`config.mk`:
```
export PLATFORM = sky130hd
export DESIGN_NAME = zigbee_link_flat
export DESIGN_NICKNAME = d
export VERILOG_FILES = /design/src/rtl/zigbee_pkg.sv /design/src/rtl/zigbee_link_if.sv /design/src/rtl/zigbee_link_uart_rx.sv /design/src/rtl/zigbee_link.sv /design/src/flat_wrapper.sv
export SDC_FILE = /design/constraint.sdc
export NUM_CORES = 1
export LEC_CHECK = 0
export ABC_AREA = 0
export CORE_ASPECT_RATIO = 0.75
export CORE_MARGIN = 4
export CORE_UTILIZATION = 45
export DETAILED_ROUTE_END_ITERATION = 16
export DONT_BUFFER_PORTS = 1
export HOLD_SLACK_MARGIN = 0.06
export PLACE_DENSITY = 0.65
export SYNTH_ARGS = -nofsm -noshare
export SYNTH_HDL_FRONTEND = slang
export SYNTH_HIERARCHICAL = 1
export SYNTH_SLANG_ARGS = --single-unit
```
`constraint.sdc`:
```
create_clock -name clk -period 4.55 [get_ports clk]
set_input_delay 0.91 -clock clk [delete_from_list [all_inputs] [get_ports clk]]
set_output_delay 0.91 -clock clk [all_outputs]
set_load 0.005 [all_outputs]
```
`src/rtl/zigbee_pkg.sv`:
```
// ============================================================================
// Module      : zigbee_pkg
// Description : Shared types, frame headers and instruction codes for the
//               Zigbee request/reply link.
// Revision    : 1.0 - initial release
// ============================================================================
`default_nettype none

package zigbee_pkg;

    typedef enum logic [1:0] {
        IDLE = 2'd0,
        SEND = 2'd1,
        WAIT = 2'd2,
        DONE = 2'd3
    } link_state_t;

    typedef enum logic [1:0] {
        RX_HUNT  = 2'd0,
        RX_START = 2'd1,
        RX_DATA  = 2'd2,
        RX_STOP  = 2'd3
    } rx_state_t;

    localparam logic [4:0] REQ_HDR   = 5'b01010;
    localparam logic [4:0] REPLY_HDR = 5'b10101;

    // Instruction codes shared with the main controller; 3'b000 has no name
    localparam logic [2:0] INSTR_FORWARD       = 3'b001;
    localparam logic [2:0] INSTR_RIGHT         = 3'b010;
    localparam logic [2:0] INSTR_LEFT          = 3'b011;
    localparam logic [2:0] INSTR_TURN180       = 3'b100;
    localparam logic [2:0] INSTR_BACKWARD      = 3'b101;
    localparam logic [2:0] INSTR_FORWARD_SHORT = 3'b110;
    localparam logic [2:0] INSTR_VISIT_STATION = 3'b111;

    // Full 8N1 line frame, transmitted from bit 0 upward
    function automatic logic [9:0] make_frame(input logic [2:0] status);
        return {1'b1, REQ_HDR, status, 1'b0};
    endfunction

    function automatic logic reply_valid(input logic [7:0] rx_byte);
        return rx_byte[7:3] == REPLY_HDR;
    endfunction

endpackage

`default_nettype wire

```
`src/rtl/zigbee_link_if.sv`:
```
// ============================================================================
// Module      : zigbee_link_if
// Description : Controller handshake and Zigbee UART lines of the link.
// Revision    : 1.0 - initial release
// ============================================================================
`default_nettype none

interface zigbee_link_if;
    logic       start_communication;
    logic [2:0] status;
    logic       uart_rx;
    logic       uart_tx;
    logic [2:0] c_out;
    logic       received_instruction;
    logic       busy;

    modport master (
        output start_communication,
        output status,
        output uart_rx,
        input  uart_tx,
        input  c_out,
        input  received_instruction,
        input  busy
    );

    modport slave (
        input  start_communication,
        input  status,
        input  uart_rx,
        output uart_tx,
        output c_out,
        output received_instruction,
        output busy
    );
endinterface

`default_nettype wire

```
`src/rtl/zigbee_link_uart_rx.sv`:
```
// ============================================================================
// Module      : zigbee_link_uart_rx
// Description : 8N1 UART receiver with synchroniser, mid-bit sampling and
//               framing check; drops any byte in progress when disabled.
// Revision    : 1.0 - initial release
// ============================================================================
`default_nettype none

module zigbee_link_uart_rx
    import zigbee_pkg::*;
#(
    parameter int unsigned CLKS_PER_BIT = 10
) (
    input  logic       clk,
    input  logic       reset,
    input  logic       enable_i,
    input  logic       rx_i,
    output logic [7:0] data_o,
    output logic       valid_o
);

    localparam int unsigned   CNT_W     = (CLKS_PER_BIT > 1) ? $clog2(CLKS_PER_BIT) : 1;
    localparam logic [CNT_W-1:0] BIT_LAST  = CNT_W'(CLKS_PER_BIT - 1);
    localparam logic [CNT_W-1:0] HALF_LAST = CNT_W'(CLKS_PER_BIT / 2 - 1);

    logic             meta_q;
    logic             sync_q;
    logic             prev_q;
    rx_state_t        state_q;
    logic [CNT_W-1:0] cnt_q;
    logic [2:0]       bit_q;
    logic [7:0]       shift_q;
    logic [7:0]       data_q;
    logic             valid_q;
    logic             w_fall;

    assign w_fall  = prev_q & ~sync_q;
    assign data_o  = data_q;
    assign valid_o = valid_q;

    always_ff @(posedge clk) begin
        if (reset) begin
            meta_q <= 1'b1;
            sync_q <= 1'b1;
            prev_q <= 1'b1;
        end else begin
            meta_q <= rx_i;
            sync_q <= meta_q;
            prev_q <= sync_q;
        end
    end

    always_ff @(posedge clk) begin
        if (reset) begin
            state_q <= RX_HUNT;
            cnt_q   <= '0;
            bit_q   <= '0;
            shift_q <= '0;
            data_q  <= '0;
            valid_q <= 1'b0;
        end else begin
            valid_q <= 1'b0;
            if (!enable_i) begin
                state_q <= RX_HUNT;
                cnt_q   <= '0;
            end else begin
                case (state_q)
                    RX_HUNT: begin
                        cnt_q <= '0;
                        if (w_fall) state_q <= RX_START;
                    end
                    RX_START: begin
                        // A start bit that is high again at mid-bit was a glitch
                        if (cnt_q == HALF_LAST) begin
                            cnt_q   <= '0;
                            bit_q   <= '0;
                            state_q <= sync_q ? RX_HUNT : RX_DATA;
                        end else begin
                            cnt_q <= cnt_q + CNT_W'(1);
                        end
                    end
                    RX_DATA: begin
                        if (cnt_q == BIT_LAST) begin
                            cnt_q   <= '0;
                            shift_q <= {sync_q, shift_q[7:1]};
                            if (bit_q == 3'd7) state_q <= RX_STOP;
                            else               bit_q   <= bit_q + 3'd1;
                        end else begin
                            cnt_q <= cnt_q + CNT_W'(1);
                        end
                    end
                    RX_STOP: begin
                        if (cnt_q == BIT_LAST) begin
                            cnt_q   <= '0;
                            state_q <= RX_HUNT;
                            if (sync_q) begin
                                data_q  <= shift_q;
                                valid_q <= 1'b1;
                            end
                        end else begin
                            cnt_q <= cnt_q + CNT_W'(1);
                        end
                    end
                    default: state_q <= RX_HUNT;
                endcase
            end
        end
    end

endmodule

`default_nettype wire

```
`src/rtl/zigbee_link.sv`:
```
// ============================================================================
// Module      : zigbee_link
// Description : One status-request / instruction-reply exchange over the
//               Zigbee UART per start_communication. ZIGBEE_TIMEOUT_EN adds
//               reply timeout with automatic resend.
// Revision    : 1.0 - initial release
// ============================================================================
`default_nettype none

module zigbee_link
    import zigbee_pkg::*;
#(
    parameter int unsigned CLK_FREQ       = 100_000_000,
    parameter int unsigned BAUD           = 9600,
    parameter int unsigned TIMEOUT_CYCLES = 50_000_000
) (
    input  logic          clk,
    input  logic          reset,
    zigbee_link_if.slave  bus
);

    localparam int unsigned      CLKS_PER_BIT = CLK_FREQ / BAUD;
    localparam int unsigned      CNT_W        = (CLKS_PER_BIT > 1) ? $clog2(CLKS_PER_BIT) : 1;
    localparam logic [CNT_W-1:0] BIT_LAST     = CNT_W'(CLKS_PER_BIT - 1);

    link_state_t      state_q;
    logic [2:0]       status_q;
    logic [9:0]       tx_shift_q;
    logic [3:0]       tx_bit_q;
    logic [CNT_W-1:0] tx_cnt_q;
    logic [2:0]       c_out_q;
    logic             rx_ins_q;
    logic             busy_q;

    logic [7:0]       w_rx_data;
    logic             w_rx_valid;
    logic             w_reply_ok;
    logic             w_timeout;

    zigbee_link_uart_rx #(
        .CLKS_PER_BIT (CLKS_PER_BIT)
    ) u_rx (
        .clk      (clk),
        .reset    (reset),
        .enable_i (state_q == WAIT),
        .rx_i     (bus.uart_rx),
        .data_o   (w_rx_data),
        .valid_o  (w_rx_valid)
    );

    assign w_reply_ok = w_rx_valid && reply_valid(w_rx_data);

`ifdef ZIGBEE_TIMEOUT_EN
    localparam int unsigned     TO_W    = (TIMEOUT_CYCLES > 1) ? $clog2(TIMEOUT_CYCLES) : 1;
    localparam logic [TO_W-1:0] TO_LAST = TO_W'(TIMEOUT_CYCLES - 1);

    logic [TO_W-1:0] to_cnt_q;

    assign w_timeout = (state_q == WAIT) && (to_cnt_q == TO_LAST);

    // Held at zero outside WAIT so every wait period starts fresh
    always_ff @(posedge clk) begin
        if (reset || (state_q != WAIT)) begin
            to_cnt_q <= '0;
        end else if (!w_timeout) begin
            to_cnt_q <= to_cnt_q + TO_W'(1);
        end
    end
`else
    // Without the timeout the parameter only keeps the instance interface uniform
    assign w_timeout = (TIMEOUT_CYCLES == 0) & 1'b0;
`endif

    // The line is driven straight from bit 0 of the frame shifter; all ones = idle
    always_ff @(posedge clk) begin
        if (reset) begin
            state_q    <= IDLE;
            status_q   <= '0;
            tx_shift_q <= '1;
            tx_bit_q   <= '0;
            tx_cnt_q   <= '0;
            c_out_q    <= '0;
            rx_ins_q   <= 1'b0;
            busy_q     <= 1'b0;
        end else begin
            case (state_q)
                IDLE: begin
                    if (bus.start_communication) begin
                        state_q    <= SEND;
                        status_q   <= bus.status;
                        tx_shift_q <= make_frame(bus.status);
                        tx_bit_q   <= '0;
                        tx_cnt_q   <= '0;
                        busy_q     <= 1'b1;
                    end
                end
                SEND: begin
                    if (tx_cnt_q == BIT_LAST) begin
                        tx_cnt_q   <= '0;
                        tx_shift_q <= {1'b1, tx_shift_q[9:1]};
                        if (tx_bit_q == 4'd9) state_q  <= WAIT;
                        else                  tx_bit_q <= tx_bit_q + 4'd1;
                    end else begin
                        tx_cnt_q <= tx_cnt_q + CNT_W'(1);
                    end
                end
                WAIT: begin
                    // A reply landing on the timeout cycle still completes the exchange
                    if (w_reply_ok) begin
                        c_out_q  <= w_rx_data[2:0];
                        rx_ins_q <= 1'b1;
                        state_q  <= DONE;
                    end else if (w_timeout) begin
                        state_q    <= SEND;
                        tx_shift_q <= make_frame(status_q);
                        tx_bit_q   <= '0;
                        tx_cnt_q   <= '0;
                    end
                end
                DONE: begin
                    rx_ins_q <= 1'b0;
                    busy_q   <= 1'b0;
                    state_q  <= IDLE;
                end
                default: state_q <= IDLE;
            endcase
        end
    end

    assign bus.uart_tx              = tx_shift_q[0];
    assign bus.c_out                = c_out_q;
    assign bus.received_instruction = rx_ins_q;
    assign bus.busy                 = busy_q;

endmodule

`default_nettype wire

```
`src/flat_wrapper.sv`:
```
// flat-port wrapper written by rule: the top's interface ports become plain ports
module zigbee_link_flat import zigbee_pkg::*;
#(
    parameter int unsigned CLK_FREQ       = 100_000_000,
    parameter int unsigned BAUD           = 9600,
    parameter int unsigned TIMEOUT_CYCLES = 50_000_000
)
  (clk, reset, bus_start_communication, bus_status, bus_uart_rx, bus_uart_tx, bus_c_out, bus_received_instruction, bus_busy);
  zigbee_link_if bus_i ();
  input  logic clk;
  input  logic reset;
  input wire logic [$bits(bus_i.start_communication)-1:0] bus_start_communication;
  input wire logic [$bits(bus_i.status)-1:0] bus_status;
  input wire logic [$bits(bus_i.uart_rx)-1:0] bus_uart_rx;
  output wire logic [$bits(bus_i.uart_tx)-1:0] bus_uart_tx;
  output wire logic [$bits(bus_i.c_out)-1:0] bus_c_out;
  output wire logic [$bits(bus_i.received_instruction)-1:0] bus_received_instruction;
  output wire logic [$bits(bus_i.busy)-1:0] bus_busy;
  assign bus_i.start_communication = bus_start_communication;
  assign bus_i.status = bus_status;
  assign bus_i.uart_rx = bus_uart_rx;
  assign bus_uart_tx = bus_i.uart_tx;
  assign bus_c_out = bus_i.c_out;
  assign bus_received_instruction = bus_i.received_instruction;
  assign bus_busy = bus_i.busy;
  zigbee_link #(.CLK_FREQ(CLK_FREQ), .BAUD(BAUD), .TIMEOUT_CYCLES(TIMEOUT_CYCLES)) u_core (.clk(clk), .reset(reset), .bus(bus_i));
endmodule
```
# Word level (Yosys, flattened, before mapping)

Cells that the tools add are included.

$add $sub $neg: 4
Eq/ne operators: 23
Mux-type cells: 34
Bitwise logic cells: 5
Reductions and logical operators: 21

Operator list:

| operator                                         | number |
|---|---|
| two-way mux 14 bit                               | 4 |
| case mux 14 bit (3 select lines)                 | 1 |
| adder 14 x 1 -> 14 bit (second input constant)   | 2 |
| == test 14 bit (second input constant)           | 2 |
| case mux 14 bit (2 select lines)                 | 1 |
| two-way mux 10 bit                               | 2 |
| two-way mux 2 bit                                | 10 |
| case mux 10 bit (2 select lines)                 | 1 |
| != test 2 bit (second input constant)            | 8 |
| case mux 2 bit (4 select lines)                  | 2 |
| == test 14 x 13 -> 1 bit (second input constant) | 1 |
| two-way mux 4 bit                                | 3 |
| AND reduction 4 bit                              | 3 |
| AND reduction 5 bit                              | 2 |
| two-way mux 3 bit                                | 3 |
| == test 2 bit (second input constant)            | 4 |
| case mux 4 bit (2 select lines)                  | 1 |
| AND reduction 2 bit                              | 4 |
| nonzero test 2 bit                               | 4 |
| != test 2 x 1 -> 1 bit (second input constant)   | 3 |
| case mux 3 bit (2 select lines)                  | 1 |
| AND reduction 3 bit                              | 2 |
| == test 5 bit (second input constant)            | 1 |
| adder 4 x 1 -> 4 bit (second input constant)     | 1 |
| 12 further kinds                                 | 21 |

Flip-flop bits (word level): 74
Bits of input ports: 7
Word-level logic and storage cells: 103

# Depth between registers and ports, before layout

Gate-level depths: netlist of the first run.

Depth in word-level cells: 4
Depth in mapped cells: 7

# By module

Netlist of the first run, hierarchy kept.

Modules (own cells, without submodules):

| module              | instances | cells an instance | area each (um^2) | seq. area each (um^2) |
|---|---|---|---|---|
| zigbee_link_uart_rx | 1         | 173               | 1800.5           | 780.7 |
| zigbee_link         | 1         | 193               | 1746.7           | 680.7 |

# Worst setup path after synthesis of the first run

OpenSTA, ideal clock, no wires.

Kind: register to register
From: reg u_core.tx_cnt_q[8]
To: reg u_core.state_q[1]
Arrival time: 1.976 ns
Required time: 4.479 ns
Slack: 2.503 ns
Cell stages (with the launch flop): 6
Clock period less this slack: 2.047 ns
Cells stage by stage: dfxtp_1 > or4b_1 > clkbuf_2 > o41a_1 > or4b_1 > a21oi_1

Cells in the longest elaborated chain, start to end: 3

Ends and longest elaborated chain:

| element                                 | RTL line           | source |
|---|---|---|
| from (decl)                             | zigbee_link.sv:30  | `logic [CNT_W-1:0] tx_cnt_q;` |
| from (signal assigned)                  | zigbee_link.sv:104 | `tx_cnt_q <= tx_cnt_q + CNT_W'(1);` |
| == test 14 bit                          | zigbee_link.sv:98  | `if (tx_cnt_q == BIT_LAST) begin` |
| != test 2 x 1 -> 1 bit (no source line) | n/a                |  |
| AND reduction 4 bit (no source line)    | n/a                |  |
| to (signal assigned)                    | zigbee_link.sv:101 | `if (tx_bit_q == 4'd9) state_q <= WAIT;` |
| to (signal assigned)                    | zigbee_link.sv:112 | `state_q <= DONE;` |
| to (signal assigned)                    | zigbee_link.sv:114 | `state_q <= SEND;` |
| to (decl)                               | zigbee_link.sv:26  | `link_state_t state_q;` |

No other way between the ends.
A chain may end at the register's enable or synchronous reset.

# Worst setup path after layout of the first run

From: reg u_core.state_q[1]
To: reg u_core.tx_shift_q[7]

Cells in the longest elaborated chain, start to end: 3

Ends and longest elaborated chain:

| element                                                          | RTL line           | source |
|---|---|---|
| from (signal assigned)                                           | zigbee_link.sv:77  | `state_q <= IDLE;` |
| from (signal assigned)                                           | zigbee_link.sv:89  | `state_q <= SEND;` |
| from (signal assigned)                                           | zigbee_link.sv:101 |  |
| == test 2 x 1 -> 1 bit / zero test 2 bit (equally long branches) | zigbee_link.sv:86  | `case (state_q)` |
| != test 2 x 1 -> 1 bit (no source line) (tied with other cells)  | n/a                |  |
| AND reduction 3 bit (no source line)                             | n/a                |  |
| to (signal assigned)                                             | zigbee_link.sv:91  | `tx_shift_q <= make_frame(bus.status);` |
| to (signal assigned)                                             | zigbee_link.sv:100 | `tx_shift_q <= {1'b1, tx_shift_q[9:1]};` |
| to (signal assigned)                                             | zigbee_link.sv:115 | `tx_shift_q <= make_frame(status_q);` |
| to (decl)                                                        | zigbee_link.sv:28  | `logic [9:0] tx_shift_q;` |

Parallel ways exist; a longest one is shown, timed or not.

==> results of run 1 <==
## worst max-delay path, delay by kind of cell, from the launching register on
| family | cells | cell delay (ns) |
|---|---|---|
| compound gates | 3 | 0.98 |
| fa+ha+maj | 1 | 0.44 |
| buf+inv | 3 | 0.56 |
| flops | 1 | 0.34 |
## report_power, final
part | internal, mW | switching (mW)
registers | 0.683 | 0.0322
clock network | 0.227 | 0.239
logic | 0.107 | 0.183
total | 1.02 | 0.454
## synthesized netlist by cell type (4+ instances only)
cell type / n
xor2_1: 14
nor2b_1: 4
nor3_1: 17
nand3_1: 11
xnor2_1: 7
or2_2: 4
mux2i_1: 24
dfxtp_1: 73
a31oi_1: 8
clkbuf_1: 9
nor2_1: 16
inv_1: 10
nand2_1: 18
nand3b_1: 4
nor4_1: 6
a21oi_1: 9
nand2b_1: 24
and2_1: 7
and3_1: 4
ha_1: 12
o21ai_0: 11
nand4_1: 14
## metrics by stage
stage / util (%) / std cells / hold slack [ns]
floorplan: - / 366 / 0.389
global placement: 48.1 / 454 / 0.392
detailed placement: 48.1 / 454 / 0.399
CTS: 50.6 / 470 / 0.420
global route: 50.6 / 470 / 0.447
finish: 50.6 / 470 / 0.416
## metal layers
metal,GRT usage [%],wire [um]
met5,0,0
met4,5.93,144
met2,20.2,2680
met1,22.2,3650
met3,5.70,380
## worst max path at each step
stage | from | endpoint | cells past startpoint
2_1_floorplan | u_core/tx_cnt_q[8] | u_core/state_q[1] | 5
3_3_place_gp | u_core/state_q[1] | u_core/tx_shift_q[5] | 7
3_5_place_dp | u_core/state_q[1] | u_core/tx_shift_q[7] | 7
4_1_cts | u_core/state_q[1] | u_core/tx_shift_q[7] | 7
5_1_grt | u_core/state_q[1] | u_core/tx_shift_q[7] | 7
6_report | u_core/state_q[1] | u_core/tx_shift_q[7] | 7
## kinds of logic (layout without fill, tap and decap cells)
kind of cell / after synthesis / count (layout) / share of synthesized area, %
AND/OR/NAND/NOR: 159 / 159 / 28.1
flip-flops: 73 / 73 / 41.2
AO/OA/AOI/OAI: 52 / 52 / 11.1
multiplexers: 25 / 25 / 7.09
buffers and inverters: 24 / 27 / 3.03
XOR/XNOR: 21 / 21 / 5.19
adder cells (fa/ha/maj): 12 / 12 / 4.23
## layout make-up
type,count,share of cell area [%]
Clock buffer,12,4.09
Clock inverter,4,0.726
Inverter,10,0.989
Multi-Input combinational cell,269,52.1
Sequential cell,73,38.5
Tap cell,101,3.33
Timing Repair Buffer,1,0.198
## state kept, by name, indices dropped and copies added (netlist names), 2 cells and up, named ones only
name / flops
u_core/u_rx/shift_q: 8
u_core/bus.c_out: 3
u_core/u_rx/cnt_q: 14
u_core/tx_shift_q: 9
u_core/u_rx/bit_q: 3
u_core/state_q: 2
u_core/tx_bit_q: 4
u_core/u_rx/data_o: 8
u_core/tx_cnt_q: 14
==> results.md, run 1 <==
* Hold crit path type: reg -> reg
* DP Area at roughly 3600 um2
* RSZ-0062 raised after global routing: no
* Detailed Route WL at 6850 um
* Max stage delay on crit path at between 0.6 and 0.7 ns
* FFs w/ async S/R, synth at 0%
* Remaining DRCs at 0
* Initial antenna violation count at 0
* Share of the synthesized area in the top cell type at 41.2%
* Multi-input logic area at a little under 2000 um2
* Clock sinks at 73
* Most frequent cells in the layout: dfxtp_1 (73), mux2i_1 (24), nand2b_1 (24)
* Critical path, cell by cell: inv_1 > ha_1 > inv_1 > o21ai_0 > o21ai_0 > buf_4 > o32a_1
* TritonRoute pass-1 iters at 7
* Final worst setup slack at 2.11 ns
* Storage element area at between 1000 and 1500 um2
* Yosys reg bits at 73
* Area delta synth->final at 6.95%
* Final setup viols at 0
* Netlist Area Pre-Place at about 3500 um2
* Cell variety after synth at 62
* Die H at around 85 um
* Total track usage at approximately 15%
* I/O Buffers at 0
* Reg2Reg Depth at 7
* Status: finished, final reports clean
* Avg Vias per Cell at roughly 5.7
* Largest cells by area after synthesis: dfxtp_1 (41%), mux2i_1 (6.8%), ha_1 (4.2%), nand2b_1 (4.2%), xor2_1 (3.5%)
* Post-place setup slack at ~2.2 ns
* WL/cell at between 10 and 15 um
* FP Rows at 27
* Max Slew Vio Count at 0
* Die area at about 9400 um2
* Io pins at 13
* Core Area at between 7000 and 8000 um2
* Hold Path Stages at 1
* Die width at between 100 and 150 um
* DRT antenna net count at 0
* Largest net degree at the start of global routing at 47
* Via total after detailed routing at about 2700
* H-tree depth at 3
* Main synth FF type: dfxtp_1
* Remaining Overflow, GRT at 0
* Synth Instances at around 370
* Layout cells sized above 1 at approximately a tenth
* Setup crit start kind: flip-flop
* Ys Warns at 6
* Ant diodes at 0
* Hold path endpoint: u_core/u_rx/sync_q
* Clock period minus final worst setup slack at between 2 and 2.5 ns
* Clk root buf: clkbuf_8
* Fill cell count at 691
* CTS Buf Count at 9
* Post-Syn Nets at ~390
* Fin nets at 383
* Vias in the first global route at 2345
* Tot Pwr at around 1.5 mW
* Global-route wire length before repair at 11700 um
* Clk slew on worst S/H paths at approximately 0.07 ns
* Max FO, Critical Path at 15
* Hold path startpoint: u_core/u_rx/meta_q
* Worst R2R End: u_core/tx_shift_q[7]
* Slew Limit Headroom at about half
* Period utilisation layout at between 50% and 60%
* Final hold vios at 0
* Longest Clk Path Bufs at 2
* Crit Path Class: reg -> reg
* Arrival @ worst endpoint at 2.68 ns
* Peak VDD IR at roughly 180 uV
* Syn avg cell area at between 9 and 10 um2
* Crit Reg-Reg Startpoint: u_core/state_q[1]
* GPL Wtd Cong at 0.881
* Starting Density at a little under half
* Clock Skews at 0.00708 ns
* Setup bufs post-CTS at 0
* Cell taking the most area after synthesis: dfxtp_1
* Worst slew pin tran at between 0.7 and 0.8 ns
* R2R Setup Slk at ~2.1 ns
* Sequential element share of the synthesized area at about two fifths
* EDFF count, synth at 0
* Max_cap viols at 0
* CP Capture Type: flip-flop
* Slowest-stage cell, CP: o21ai_0
* Final instance area at between 3000 and 4000 um2
* Setup TNS at 0 ns
* Hold_buf cts at 0
* DP HPWL at roughly 4800 um
* Clk_lat worst skew at approximately 0.36 ns
* Iter 0 DRT Violations at 139
* CP Data Required Time at approximately 4.8 ns
* Commonest non-fill, non-tap cell in the layout: dfxtp_1
* PD cells at between 300 and 400 nW/um2
* CTS tree: built
* Post_cts resized at 0
* Lkg Pwr at between 1 and 1.5 nW
* Maximum clock rate at ~0.4 GHz
Note: power is estimated with default switching activity, not from simulation.
==> run 2: changes to the inputs <==
--- a/config.mk
+++ b/config.mk
@@ -12,7 +12,7 @@
 export DETAILED_ROUTE_END_ITERATION = 16
 export DONT_BUFFER_PORTS = 1
 export HOLD_SLACK_MARGIN = 0.06
-export PLACE_DENSITY = 0.65
+export PLACE_DENSITY = 0.67
 export SYNTH_ARGS = -nofsm -noshare
 export SYNTH_HDL_FRONTEND = slang
 export SYNTH_HIERARCHICAL = 1
==> constraint.sdc (replaced) <==
create_clock -name clk -period 2.05 [get_ports clk]
set_input_delay 0.41 -clock clk [delete_from_list [all_inputs] [get_ports clk]]
set_output_delay 0.41 -clock clk [all_outputs]
set_load 0.005 [all_outputs]
==> run 2 against run 1 <==
Net effect:
- the run now ends with setup timing left
- fmax is 14% higher
- design area is 8.5% higher
- register-to-register slack worse by 2.2 ns
- sequential power increased by 120%
- via count up 3.1%
- count of clock-buffer cells in the layout fell by 1
- clock skew is essentially flat
- final cell count grew 6.4%
- first-iteration DRC count increased by 26%
- power rose to 2.5 times the previous value
- die area did not move
- clock power increased to 2.7 times the previous value
- critical endpoint is now u_core/tx_shift_q[1]
- largest cell class unchanged
- highest routed layer unchanged
==> results.md, run 2 (synthesis gave the netlist of run 1 again) <==
* Status: finished, violations left (was finished, final reports clean)
* Violated checks: setup timing
* FP Rows at 27 (unchanged)
* Worst slew pin tran at 0.527 ns (was 0.722 ns)
* Hold crit path type: in -> reg (was reg -> reg)
* Max_cap viols at 0 (unchanged)
* Hold_buf cts at 0 (unchanged)
* Setup crit start kind: flip-flop (unchanged)
* R2R Setup Slk at -0.08 ns (was 2.11 ns)
* TritonRoute pass-1 iters at 5 (was 7)
* Critical path, cell by cell: or4b_4 > o31a_2 > a2111oi_1 > o21ai_0 (was inv_1 > ha_1 > inv_1 > o21ai_0 > o21ai_0 > buf_4 > o32a_1)
* Max FO, Critical Path at 7 (was 15)
* Hold Path Stages at 1 (unchanged)
* Max Slew Vio Count at 0 (unchanged)
* Ant diodes at 0 (unchanged)
* CTS Buf Count at 9 (unchanged)
* CP Data Required Time at 2.26 ns (was 4.80 ns)
* Largest net degree at the start of global routing at 47 (unchanged)
* Post_cts resized at 2 (was 0)
* Crit Path Class: reg -> reg (unchanged)
* GPL Wtd Cong at 0.803 (was 0.881)
* Reg2Reg Depth at 4 (was 7)
* RSZ-0062 raised after global routing: yes (was no)
* PD cells at 902 nW/um2 (was 388 nW/um2)
* Tot Pwr at 3.72 mW (was 1.47 mW)
* Peak VDD IR at 426 uV (was 182 uV)
* DRT antenna net count at 0 (unchanged)
* Final hold vios at 0 (unchanged)
* Total track usage at 15.8% (was 15.3%)
* Max stage delay on crit path at 0.59 ns (was 0.64 ns)
* Lkg Pwr at 1.59 nW (was 1.39 nW)
* Clock period minus final worst setup slack at 2.13 ns (was 2.44 ns)
* Most frequent cells in the layout: dfxtp_1 (73), buf_4 (29), mux2i_1 (24), nand2b_1 (24), nand2_1 (18) (was dfxtp_1 (73), mux2i_1 (24), nand2b_1 (24))
* Hold path startpoint: reset (was u_core/u_rx/meta_q)
* Clk root buf: clkbuf_8 (unchanged)
* Final worst setup slack at -0.0787 ns (was 2.11 ns)
* Worst R2R End: u_core/tx_shift_q[1] (was u_core/tx_shift_q[7])
* Layout cells sized above 1 at 17.8% (was 9.76%)
* H-tree depth at 3 (unchanged)
* CP Capture Type: flip-flop (unchanged)
* Crit Reg-Reg Startpoint: u_core/tx_cnt_q[8] (was u_core/state_q[1])
* Setup bufs post-CTS at 0 (unchanged)
* I/O Buffers at 0 (unchanged)
* Remaining Overflow, GRT at 0 (unchanged)
* Starting Density at 47.3% (unchanged)
* Die H at 84.9 um (unchanged)
* Setup TNS at -0.0787 ns (was 0 ns)
* Clock Skews at 0.00683 ns (was 0.00708 ns)
* Area delta synth->final at 16.1% (was 6.95%)
* Arrival @ worst endpoint at 2.33 ns (was 2.68 ns)
* Final cell utilization of the core at 54.9% (was 50.6%)
* Clk_lat worst skew at 0.34 ns (was 0.36 ns)
* Io pins at 13 (unchanged)
* Longest Clk Path Bufs at 2 (unchanged)
* Core Area at 7500 um2 (unchanged)
* Largest regs: u_core/tx_cnt_q: 14 flops, u_core/u_rx/cnt_q: 14 flops, u_core/tx_shift_q: 9 flops (unchanged)
* Global-route wire length before repair at 12300 um (was 11700 um)
* Fin nets at 413 (was 383)
* Avg Vias per Cell at 5.57 (was 5.75)
* Hold path endpoint: u_core/bus.received_instruction (was u_core/u_rx/sync_q)
* WL/cell at 14.8 um (was 14.6 um)
* Maximum clock rate at 0.470 GHz (was 0.411 GHz)
* Die area at 9380 um2 (unchanged)
* Slowest-stage cell, CP: or4b_4 (was o21ai_0)
* Commonest non-fill, non-tap cell in the layout: dfxtp_1 (unchanged)
* Detailed Route WL at 7400 um (was 6850 um)
* Initial antenna violation count at 0 (unchanged)
* Clock sinks at 73 (unchanged)
* Clk slew on worst S/H paths at 0.07 ns (about the same)
* CTS tree: built (unchanged)
* Die width at 111 um (unchanged)
* Vias in the first global route at 2602 (was 2345)
* Final setup viols at 1 (was 0)
* Iter 0 DRT Violations at 175 (was 139)
* Period utilisation layout at 104% (was 53.5%)
* Via total after detailed routing at 2784 (was 2701)
* DP HPWL at 5200 um (was 4760 um)
* Remaining DRCs at 0 (unchanged)
* Slew Limit Headroom at 64.8% (was 51.3%)
## run 2: changes by cell type in the layout (fill, tap and decap cells not counted), moves of 2 or more
cell and change:
a2111oi_1 +2, buf_4 +28, or4_2 -2, bufinv_16 +2
buf_12 +2, a2111oi_0 -2, clkinvlp_4 -2, o21ai_0 -2
or4_4 +2
## run 2: cell type report
cell class / count / area (um2)
clock inverters: 5 / 77.6
fillers: 699 / 3380
clock buffers: 11 / 151
inverters: 10 / 37.5
well taps: 101 / 126
flip-flops and latches: 73 / 1460
multi-input cells: 269 / 2010
repair buffers: 31 / 258
## run 2: worst max-delay path by stage
stage,startpoint,to,depth (start not counted)
final,u_core/tx_cnt_q[8],u_core/tx_shift_q[1],4
after global routing,u_core/tx_cnt_q[8],u_core/tx_shift_q[1],4
after CTS,u_core/tx_cnt_q[8],u_core/tx_cnt_q[12],4
after detailed placement,u_core/tx_cnt_q[8],u_core/state_q[0],5
after global placement,u_core/tx_cnt_q[8],u_core/state_q[1],4
after floorplan,u_core/tx_cnt_q[8],u_core/state_q[1],5
## run 2: metrics by stage
stage	hold slack [ns]	std cells	worst slack, ns	area (um2)
6_report	0.135	500	-0.0787	4120
5_1_grt	0.113	500	-0.0855	4120
4_1_cts	0.118	500	0.0174	4090
3_5_place_dp	0.398	484	-0.0515	3860
3_3_place_gp	0.403	484	-0.0192	3860
2_1_floorplan	0.389	366	0.00337	3550
## run 2: routing by layer
layer  wire (um)  share of wire, %  global-route usage (%)
met1        3700                50                    22.4
met2        3150                43                    23.8
met3         462               6.2                    4.35
met4          83               1.1                    4.25
met5           0                 0                       0
## run 2: worst max-delay path, delay by kind of cell, from the launching register on
kind / cells / cell delay, ns
DFF: 1 / 0.31
AOI/OAI and AO/OA: 3 / 1.09
and+or+nand+nor: 1 / 0.59
## run 2: report_power, final
part,total (mW),internal [mW],switching (mW)
clock,1.27,0.747,0.519
sequential,1.58,1.52,0.0670
combinational,0.866,0.379,0.487
total,3.72,2.64,1.07
==> run 3: changes to the inputs <==
==> constraint.sdc (replaced) <==
create_clock -name clk -period 1.85 [get_ports clk]
set_input_delay 0.37 -clock clk [delete_from_list [all_inputs] [get_ports clk]]
set_output_delay 0.37 -clock clk [all_outputs]
set_load 0.005 [all_outputs]
==> run 3 against run 2 <==
Net effect:
- the run still ends with setup timing left
- worst setup slack lost 0.016 ns
- sequential power up 11%
- sequential cell count is the same
- core utilization increased by 7.3 points
- global-route usage up 1.3 points
- clock power down 7%
- power up 14%
- critical path depth unchanged
- fmax up 9.5%
- combinational power up 50%
- design area grew 13%
- clock skew about the same
- critical path type unchanged
==> results.md, run 3 (synthesis gave the netlist of run 1 again) <==
* Critical path, cell by cell: or4b_4 > o41a_1 > or4b_4 > a21oi_2 (was or4b_4 > o31a_2 > a2111oi_1 > o21ai_0)
* Worst R2R End: u_core/state_q[1] (was u_core/tx_shift_q[1])
* Avg Vias per Cell at 5.62 (was 5.57)
* Hold path endpoint: u_core/bus.busy (was u_core/bus.received_instruction)
* RSZ-0062 raised after global routing: yes (unchanged)
* Crit Path Class: reg -> reg (unchanged)
* Max stage delay on crit path at 0.58 ns (was 0.59 ns)
* Hold path startpoint: reset (unchanged)
* Max FO, Critical Path at 6 (was 7)
* PD cells at 908 nW/um2 (was 902 nW/um2)
* Critical path buffers and inverters at 0 (unchanged)
* Via total after detailed routing at 3003 (was 2784)
* CTS Buf Count at 9 (unchanged)
* Status: finished, violations left (unchanged)
* Remaining Overflow, GRT at 0 (unchanged)
* Reg2Reg Depth at 4 (unchanged)
* Max_cap viols at 0 (unchanged)
* Ant diodes at 0 (unchanged)
* Total track usage at 17.1% (was 15.8%)
* Final hold vios at 0 (unchanged)
* Vias in the first global route at 2749 (was 2602)
* DP HPWL at 5590 um (was 5200 um)
* Hold Path Stages at 1 (unchanged)
* Core Area at 7500 um2 (unchanged)
* Initial antenna violation count at 0 (unchanged)
* DRT antenna net count at 0 (unchanged)
* Io pins at 13 (unchanged)
* Die width at 111 um (unchanged)
* WHS at 0.108 ns (was 0.135 ns)
* Iter 0 DRT Violations at 172 (was 175)
* Final cell utilization of the core at 62.2% (was 54.9%)
* Lkg Pwr at 1.90 nW (was 1.59 nW)
* Remaining DRCs at 0 (unchanged)
* Maximum clock rate at 0.514 GHz (was 0.470 GHz)
* Slew Limit Headroom at 72.2% (was 64.8%)
* Crit Reg-Reg Startpoint: u_core/tx_cnt_q[9] (was u_core/tx_cnt_q[8])
* Largest net degree at the start of global routing at 47 (unchanged)
* Period utilisation layout at 105% (was 104%)
* Clk_lat worst skew at 0.34 ns (about the same)
* Family with the most delay on the worst path: simple AND/OR/NAND/NOR gates (was compound AO/OA/AOI/OAI gates)
* TritonRoute pass-1 iters at 4 (was 5)
* Clock sinks at 73 (unchanged)
* Fin nets at 448 (was 413)
* Arrival @ worst endpoint at 2.21 ns (was 2.33 ns)
* CP Capture Type: flip-flop (unchanged)
* I/O Buffers at 0 (unchanged)
* Max Slew Vio Count at 0 (unchanged)
* Setup TNS at -1.46 ns (was -0.0787 ns)
* Starting Density at 47.3% (unchanged)
* Global-route wire length before repair at 13300 um (was 12300 um)
* Post-place setup slack at -0.163 ns (was -0.0515 ns)
* WL/cell at 15.6 um (was 14.8 um)
* Detailed Route WL at 8340 um (was 7400 um)
* Slowest-stage cell, CP: or4b_4 (unchanged)
* Worst slew pin tran at 0.413 ns (was 0.527 ns)
* Clock Skews at 0.00651 ns (was 0.00683 ns)
* Largest regs: u_core/tx_cnt_q: 14 flops, u_core/u_rx/cnt_q: 14 flops, u_core/tx_shift_q: 9 flops (unchanged)
* Die area at 9380 um2 (unchanged)
* Clk slew on worst S/H paths at 0.07 ns (about the same)
* CTS tree: built (unchanged)
* Setup crit start kind: flip-flop (unchanged)
* Final setup viols at 33 (was 1)
* Die H at 84.9 um (unchanged)
* Final worst setup slack at -0.0945 ns (was -0.0787 ns)
* Levels on crit path at 4 (unchanged)
* FP Rows at 27 (unchanged)
* Longest Clk Path Bufs at 2 (unchanged)
* R2R Setup Slk at -0.09 ns (was -0.08 ns)
* Layout cells sized above 1 at 32.3% (was 17.8%)
* H-tree depth at 3 (unchanged)
* Clock period minus final worst setup slack at 1.94 ns (was 2.13 ns)
* Violated checks: setup timing (unchanged)
* GPL Wtd Cong at 0.861 (was 0.803)
* Commonest non-fill, non-tap cell in the layout: dfxtp_1 (unchanged)
* Peak VDD IR at 535 uV (was 426 uV)
* Hold crit path type: in -> reg (unchanged)
* Most numerous cell on the critical path: or4b_4
* CP Data Required Time at 2.12 ns (was 2.26 ns)
* Clk root buf: clkbuf_8 (unchanged)
* Area delta synth->final at 31.4% (was 16.1%)
* Most frequent cells in the layout: dfxtp_1 (62), buf_4 (57), mux2i_1 (24), nand2b_1 (24), nand2_1 (17) (was dfxtp_1 (73), buf_4 (29), mux2i_1 (24), nand2b_1 (24), nand2_1 (18))
==> run 3: changes by cell type in the layout (fill, tap and decap cells not counted), sizes merged <==
| cell | change |
|---|---|
| buf | +34 |
| bufinv | -1 |
| clkbuf | +2 |
| clkinv | -1 |
==> run 3: worst max path at each step <==
stage	from	slack, ns	end
floorplan	u_core/tx_cnt_q[9]	-0.12	u_core/state_q[1]
global placement	u_core/tx_cnt_q[9]	-0.12	u_core/state_q[1]
detailed placement	u_core/tx_cnt_q[9]	-0.16	u_core/state_q[1]
CTS	u_core/tx_cnt_q[9]	-0.1	u_core/state_q[1]
global route	u_core/tx_cnt_q[9]	-0.15	u_core/tx_shift_q[2]
finish	u_core/tx_cnt_q[9]	-0.09	u_core/state_q[1]
==> run 3: through the flow <==
| stage | total power [mW] | instances | cell area [um2] |
|---|---|---|---|
| 5_1_grt | 4.46 | 534 | 4660 |
| 2_1_floorplan | 2.43 | 366 | 3650 |
| 3_3_place_gp | 2.81 | 510 | 4140 |
| 3_5_place_dp | 2.84 | 510 | 4140 |
| 6_report | 4.23 | 534 | 4660 |
| 4_1_cts | 4.13 | 525 | 4380 |
==> run 3: layout make-up <==
type / count / area (um2)
multi-input cells: 269 / 2280
well taps: 101 / 126
repair buffers: 66 / 561
inverters: 10 / 37.5
flip-flops and latches: 73 / 1480
clock inverters: 3 / 42.5
fillers: 619 / 2840
clock buffers: 12 / 135
==> run 3: repair_timing <==
action | CTS | global route
pin swaps | 2 | 17
gates resized for setup | 16 | 41
cloned | 0 | 2
hold buffers | 0 | 0
buffers inserted | 0 | 7
setup endpoints to repair | 28 | 46
==> run 3: worst reg2reg max path, delay by kind of cell, from the launching register on <==
family / cells / cell delay (ns)
flip-flops: 1 / 0.32
AND/OR/NAND/NOR: 2 / 1.07
AO/OA/AOI/OAI: 2 / 0.50
==> run 3: report_power, final <==
part           internal, mW  leakage, nW  switching (mW)
combinational         0.608         1.21           0.693
clock                 0.616       0.0864           0.564
sequential             1.68        0.596          0.0707
total                  2.91         1.90            1.33
==> run 3: metal layers <==
metal,track usage (%),vias up,share of wire (%)
met4,4.36,0,1.2
met3,4.78,12,5.2
met2,25.6,80,43
met1,24.4,1437,50
met5,0,-,0
li1,-,1474,-
